File: src/rtl/sub_pipe_unit.sv
`default_nettype none
// ============================================================================
//  Module   : sub_pipe_unit
//  Purpose  : Two-stage pipelined subtractor, diff = a - b = a + ~b + 1.
//             Stage 1 forms the low half and its carry; stage 2 forms the
//             high half and the flags. Valid/ready handshakes on both sides
//             allow one operation per cycle with stall on backpressure.
//  Ports    : clk, rst        - clock, asynchronous active-high reset
//             in_valid/in_ready, a, b            - operand handshake
//             out_valid/out_ready, diff, borrow, overflow, zero - result
//  Params   : WIDTH - operand width (even; split at WIDTH/2)
//  Revision : 1.0 - initial release
// ============================================================================
module sub_pipe_unit #(
    parameter int WIDTH = 32
) (
    input  logic             clk,
    input  logic             rst,
    input  logic             in_valid,
    output logic             in_ready,
    input  logic [WIDTH-1:0] a,
    input  logic [WIDTH-1:0] b,
    output logic             out_valid,
    input  logic             out_ready,
    output logic [WIDTH-1:0] diff,
    output logic             borrow,
    output logic             overflow,
    output logic             zero
);

    localparam int c_HALF = WIDTH / 2;

    // Stage 1 state
    logic              r_s1_valid;
    logic [c_HALF-1:0] r_s1_lo;
    logic              r_s1_c_lo;
    logic [c_HALF-1:0] r_s1_a_hi;
    logic [c_HALF-1:0] r_s1_nb_hi;   // already inverted subtrahend high half
    logic              r_s1_a_msb;
    logic              r_s1_b_msb;

    // Stage 2 state (drives the outputs directly)
    logic              r_s2_valid;
    logic [WIDTH-1:0]  r_diff;
    logic              r_borrow;
    logic              r_overflow;
    logic              r_zero;

    // Handshake / advance
    logic              w_s2_adv;
    logic              w_s1_adv;

    // Datapath
    logic [c_HALF:0]   w_lo_sum;
    logic [c_HALF:0]   w_hi_sum;
    logic [WIDTH-1:0]  w_diff;

    // A stage may advance when it is empty or its successor can take it.
    // in_ready depends only on state and out_ready, never on in_valid.
    assign w_s2_adv = !r_s2_valid || out_ready;
    assign w_s1_adv = !r_s1_valid || w_s2_adv;
    assign in_ready = w_s1_adv;

    // Low half: the "+1" of the two's-complement negation enters as carry-in.
    assign w_lo_sum = {1'b0, a[c_HALF-1:0]} + {1'b0, ~b[c_HALF-1:0]}
                    + {{c_HALF{1'b0}}, 1'b1};

    // High half: carry from the low half is the carry-in.
    assign w_hi_sum = {1'b0, r_s1_a_hi} + {1'b0, r_s1_nb_hi}
                    + {{c_HALF{1'b0}}, r_s1_c_lo};

    assign w_diff = {w_hi_sum[c_HALF-1:0], r_s1_lo};

    always_ff @(posedge clk or posedge rst) begin
        if (rst) begin
            r_s1_valid <= 1'b0;
            r_s1_lo    <= '0;
            r_s1_c_lo  <= 1'b0;
            r_s1_a_hi  <= '0;
            r_s1_nb_hi <= '0;
            r_s1_a_msb <= 1'b0;
            r_s1_b_msb <= 1'b0;
        end else if (w_s1_adv) begin
            r_s1_valid <= in_valid;
            // Data only loads with a real operand; bubbles leave it stale.
            if (in_valid) begin
                r_s1_lo    <= w_lo_sum[c_HALF-1:0];
                r_s1_c_lo  <= w_lo_sum[c_HALF];
                r_s1_a_hi  <= a[WIDTH-1:c_HALF];
                r_s1_nb_hi <= ~b[WIDTH-1:c_HALF];
                r_s1_a_msb <= a[WIDTH-1];
                r_s1_b_msb <= b[WIDTH-1];
            end
        end
    end

    always_ff @(posedge clk or posedge rst) begin
        if (rst) begin
            r_s2_valid <= 1'b0;
            r_diff     <= '0;
            r_borrow   <= 1'b0;
            r_overflow <= 1'b0;
            r_zero     <= 1'b0;
        end else if (w_s2_adv) begin
            r_s2_valid <= r_s1_valid;
            // Result fields change only when a valid op arrives, so a held
            // result stays stable and an invalid slot never disturbs them.
            if (r_s1_valid) begin
                r_diff     <= w_diff;
                r_borrow   <= ~w_hi_sum[c_HALF];
                // Operands of differing sign overflow when the result sign
                // disagrees with the minuend sign.
                r_overflow <= (r_s1_a_msb != r_s1_b_msb) &&
                              (w_diff[WIDTH-1] != r_s1_a_msb);
                r_zero     <= (w_diff == '0);
            end
        end
    end

    assign out_valid = r_s2_valid;
    assign diff      = r_diff;
    assign borrow    = r_borrow;
    assign overflow  = r_overflow;
    assign zero      = r_zero;

endmodule
`default_nettype wire
File: config.mk
export PLATFORM = sky130hd
export DESIGN_NAME = sub_pipe_unit
export DESIGN_NICKNAME = d
export VERILOG_FILES = /design/src/rtl/sub_pipe_unit.sv
export SDC_FILE = /design/constraint.sdc
export NUM_CORES = 1
export LEC_CHECK = 0
export ABC_AREA = 1
export CAP_MARGIN = 20
export CORE_ASPECT_RATIO = 1.5
export CORE_MARGIN = 5
export CORE_UTILIZATION = 40
export DETAILED_ROUTE_END_ITERATION = 7
export GPL_TIMING_DRIVEN = 0
export HOLD_SLACK_MARGIN = 0.12
export PLACE_DENSITY = 0.67
export SYNTH_ARGS = -nofsm -noshare
export SYNTH_HDL_FRONTEND = slang
export SYNTH_SLANG_ARGS = --single-unit
File: constraint.sdc
create_clock -name clk -period 3.1 [get_ports clk]
set_input_delay 0.62 -clock clk [delete_from_list [all_inputs] [get_ports clk]]
set_output_delay 0.62 -clock clk [all_outputs]
set_load 0.02 [all_outputs]
Word-level counts from Yosys, hierarchy flattened
Cells that the tools add are included.
Widths: inputs -> output; s select.
Cells by class
  mux-type cells: 0
  $lt $le $gt $ge: 0
  multiply operators: 0
  reductions and logical operators: 8
  bitwise gates (word level): 3
  add/sub/neg operators: 4
  shift operators: 0
  divide/modulo/power cells: 0
  equality and inequality tests: 2
Operators with widths (count)
  $add 16x16->17: 2
  $logic_not 32->1: 1
  $not 16->16: 2
  $add 17x1->17: 1
  $add 17x1->17 const B: 1
  $reduce_and 2->1: 2
  $logic_not 1->1: 2
  $logic_or 1x1->1: 2
  $ne 1x1->1: 2
  $logic_and 1x1->1: 1
  $not 1->1: 1
Storage, ports and cells
  register bits: 88
  word-level logic and storage cells: 29
  bits in read-only memories: 0
  input bits: 68
  output and inout bits: 37
  bits in latches: 0
  RAM bits: 0
  memories kept: 0

Longest topological paths before layout
  depth in word-level cells: 4
  mapped depth: 14
  mapped depth without buffers: 14

Worst setup path after synthesis
No wires, ideal clock.
  kind: input -> register
  start: input port a[0]
  end: register r_s1_lo[10]
  required time: 2.968 ns
  path buffers: 0
  setup time: 0.132 ns
  arrival: 1.995 ns
  setup slack: 0.973 ns
  stages: 11
  cells stage by stage: inv_1 -> ha_1 -> fa_1 -> o21ai_2 -> a21oi_2 -> o21ai_2 -> nand2_1 -> nand2_1 -> nand2_1 -> nand3_1 -> o21ai_0
On the way
  longest elaborated chain between the ends: 2
RTL lines
  start, declared: line 21  | input logic [WIDTH-1:0] a,
  $add 16x16->17: line 65  | assign w_lo_sum = {1'b0, a[c_HALF-1:0]} + {1'b0, ~b[c_HALF-1:0]}
  $add 17x1->17: line 66  | + {{c_HALF{1'b0}}, 1'b1};
  end signal, assigned: line 87  | r_s1_lo <= w_lo_sum[c_HALF-1:0];
  end, declared: line 35  | logic [c_HALF-1:0] r_s1_lo;
No other way between the ends.
A chain may end at the register's enable or synchronous reset.

Worst setup path in the final report
  start: input port out_ready
  end: output port in_ready
On the way
  longest elaborated chain between the ends: 2
RTL lines
  start, declared: line 24  | input logic out_ready,
  $logic_or 1x1->1: line 60  | assign w_s2_adv = !r_s2_valid || out_ready;
  $logic_or 1x1->1: line 61  | assign w_s1_adv = !r_s1_valid || w_s2_adv;
  end, declared: line 20  | output logic in_ready,
No other way between the ends.

==> flow_summary_export.csv <==
group,metric,value,unit
outcome,status,"finished, final reports clean",
power,p_leak,3.41,nW
logic_synthesis,synth.distinct_cells,35,
drt,drc,0,
worst_setup_path,cpMostUsedCell,"clkdlybuf4s50_1",
logic_synthesis,yosysWarnings,0,
die,io_pins,105,
worst_setup_path,reg2reg_to,"zero",
worst_setup_path,critPathMaxStageDelay,620,ps
power,power_frac_clock,23.8,%
logic_synthesis,synthTopCellsByArea,"dfrtp_1, nand2_1, ha_1, inv_1, o21ai_0",
final_layout,area_delta_synth_final,30.4,%
worst_setup_path,rrSetupSlack,830,ps
worst_setup_path,end_kind,"primary output",
drt,wl,14.6,mm
final_layout,multi_input_area,2530,um^2
worst_setup_path,crit_path_start_kind,"input pin",
timing,finalCritPeriodShare,80.3,%
global_route,grt_pass1_wl,23.4,mm
place,gp_congestion,0.998,
clock_network,cts-resized-gates,0,
clock_network,tritoncts,"built",
timing,layout_min_cycle_time,2490,ps
logic_synthesis,yosysMostFrequentCell,"nand2_1",
clock_network,cts-buffers-inserted,9,
worst_setup_path,cp.arrival,1870,ps
timing,slew_viol_final,0,
drt,first_pass_iters,4,
clock_network,cts_buffer_depth,2,
logic_synthesis,synth-seq-area-share,42.4,%
power,comb_power_share,40.6,%
logic_synthesis,synthMuxAreaShare,0,%
die,core_area,12600,um^2
clock_network,postCtsSetupRepairBufs,0,
die,dieArea,15300,um^2
power,peakVddDrop,0.321,mV
die,die_h,149,um
clock_network,clkTransAtPathRegs,60,ps
place,port_buffers,104,
logic_synthesis,post_synth_inst_count,689,
final_layout,seq_area,2180,um^2
final_layout,n_antenna_cell,0,
logic_synthesis,synth_top_area_cell,"dfrtp_1",
timing,setup_viol,0,
clock_network,root_buffer,"clkbuf_16",
timing,fmax,0.402,GHz
final_layout,nFillCells,1204,
logic_synthesis,ys_seq_elements,87,
clock_network,htreeDepth,3,
die,die_w,103,um
drt,ant_nets,0,
global_route,antenna_found_initial,0,
min_path,min_to,"diff[1]",
power,total_power,4.56,mW
place,preCtsSetupSlack,329,ps
logic_synthesis,postSynth.asyncResetShare,100,%
logic_synthesis,synth_top_family_by_area,"simple AND/OR/NAND/NOR gates",
die,rows,50,
worst_setup_path,cp_num_buf_inv,3,
timing,finClkSkew,7.03,ps
clock_network,clock_sinks,87,
power,p_switching,1.72,mW
timing,rsz0062_at_grt,"no",
logic_synthesis,synth_compound_area_share,11.6,%
drt,drt-initial-drc-count,188,
logic_synthesis,avgSynthCellArea,7.46,um^2
logic_synthesis,syn_area,5140,um^2
global_route,grt.total_usage,19.8,%
worst_setup_path,cp_top_family,"buffers and inverters",
worst_setup_path,r2r_cells,11,
min_path,hold_depth,2,
power,power_frac_seq,35.7,%
worst_setup_path,crit_path_cell_trace,"clkdlybuf4s50_1 -> inv_1 -> nand3_1 -> clkdlybuf4s50_1",
die,initial_core_util,40.9,%
final_layout,drive_gt1_share,6.67,%
final_layout,nets,907,
clock_network,clk-insertion-delay-late,350,ps
logic_synthesis,synthAdderAreaFrac,8.72,%
drt,num_vias,4809,
power,powerDensity,681,nW/um^2
logic_synthesis,synthSimpleGateAreaFrac,28.0,%
worst_setup_path,crit_type,"in -> out",
global_route,first_global_vias,4885,
place,dp_hpwl,11.8,mm
global_route,grt_max_degree,60,
logic_synthesis,synth_edf_count,0,
power,p_int,2.84,mW
logic_synthesis,synthTopCellsByCount,"nand2_1, inv_1, dfrtp_1, o21ai_0, nor2_1",
timing,tightest_slew,639,ps
worst_setup_path,worstPathMaxFanout,3,
timing,finalHoldViolations,0,
drt,avgRoutedWirePerCell,15.2,um
drt,vias_per_cell,4.98,
worst_setup_path,r2r-start,"r_s1_c_lo",
worst_setup_path,required,2480,ps
min_path,hold_path_class,"reg -> reg",
logic_synthesis,synth_fp_nets,791,
min_path,hold_start,"diff[1]",
run,max-cap-violations,0,
logic_synthesis,yosys.area_share.xor_xnor,1.02,%
timing,relSlewSlack,57.4,%
timing,setup_slack,611,ps
power,p_sw_share,37.8,%
worst_setup_path,cp_slowest_cell,"clkdlybuf4s50_1",
logic_synthesis,ys.flop_type,"dfrtp_1",
global_route,grt_overflow_total,0,
clock_network,hold_buffers,0,
logic_synthesis,synth_top_area_share,42.4,%
## power groups by stage
stage	clock (mW)	sequential [mW]	combinational (mW)
2_1_floorplan	0	1.80	0.894
3_5_place_dp	0	1.64	1.87
5_1_grt	1.13	1.66	2.05
4_1_cts	1.10	1.63	1.88
6_report	1.08	1.63	1.85
3_3_place_gp	0	1.64	1.84
## per-layer routing
| metal | global-route usage [%] | share of wire [%] |
|---|---|---|
| met1 | 20.9 | 38 |
| met3 | 1.68 | 3.0 |
| met2 | 37.7 | 56 |
| met5 | 0 | 0 |
| met4 | 9.91 | 3.4 |
## metrics by stage
stage / instance area (um^2) / instances / hold slack (ps) / util [%] / setup TNS [ps]
global placement: 6370 / 949 / 467 / 50.7 / -87780
CTS: 6700 / 965 / 493 / 53.3 / 0
floorplan: 5140 / 689 / 453 / - / 0
finish: 6700 / 965 / 489 / 53.3 / 0
detailed placement: 6400 / 950 / 476 / 50.9 / 0
global route: 6700 / 965 / 510 / 53.3 / 0
## logic make-up after synthesis
family | Yosys count
AOI/OAI and AO/OA | 106
adders and majority gates | 34
xor gates and xnor gates | 6
buffers and inverters | 111
DFF | 87
and+or+nand+nor | 345
## how the worst max path moves through the flow
stage,from,to,slack [ps],depth (start not counted)
final,out_ready,in_ready,610,4
after global routing,a[0],r_s1_lo[10],540,12
after CTS,out_ready,in_ready,600,4
after detailed placement,a[0],r_s1_lo[10],330,12
after global placement,rst,diff[27],-1020,2
after floorplan,rst,borrow,230,1
## sequential cells by signal, indices dropped and copies added (netlist names)
signal,count
diff,32
r_s1_a_hi,16
r_s1_lo,16
r_s1_nb_hi,16
borrow,1
out_valid,1
overflow,1
r_s1_b_msb,1
r_s1_c_lo,1
r_s1_valid,1
zero,1
## cell usage in the layout, fill, tap and decap left out, types with 5 or more instances in the layout
cell type,count
o21ai_2,5
nand3_1,34
clkbuf_16,9
nor2_1,38
dfrtp_1,87
inv_1,89
a31oi_1,7
buf_2,9
nand4_1,9
o21ai_0,57
a21oi_1,21
a21oi_2,5
clkbuf_1,7
nand2_1,242
ha_1,31
clkdlybuf4s50_1,104
## area by class of cell
type                       instances  area share (%)
buffer                            17            1.12
clock buffer                      10            3.57
clock inverter                     5           0.840
inverter                          94            5.30
multi-input combinational        491            37.8
sequential                        87            32.5
tap                              156            2.91
timing repair buffer             105            15.9
## tightest hold or removal path: stages, from the launching register on
cell	delay (ps)
dfrtp_1	350
nand2_1	50
o21ai_0	60
Note: power is estimated with default switching activity, not from simulation.
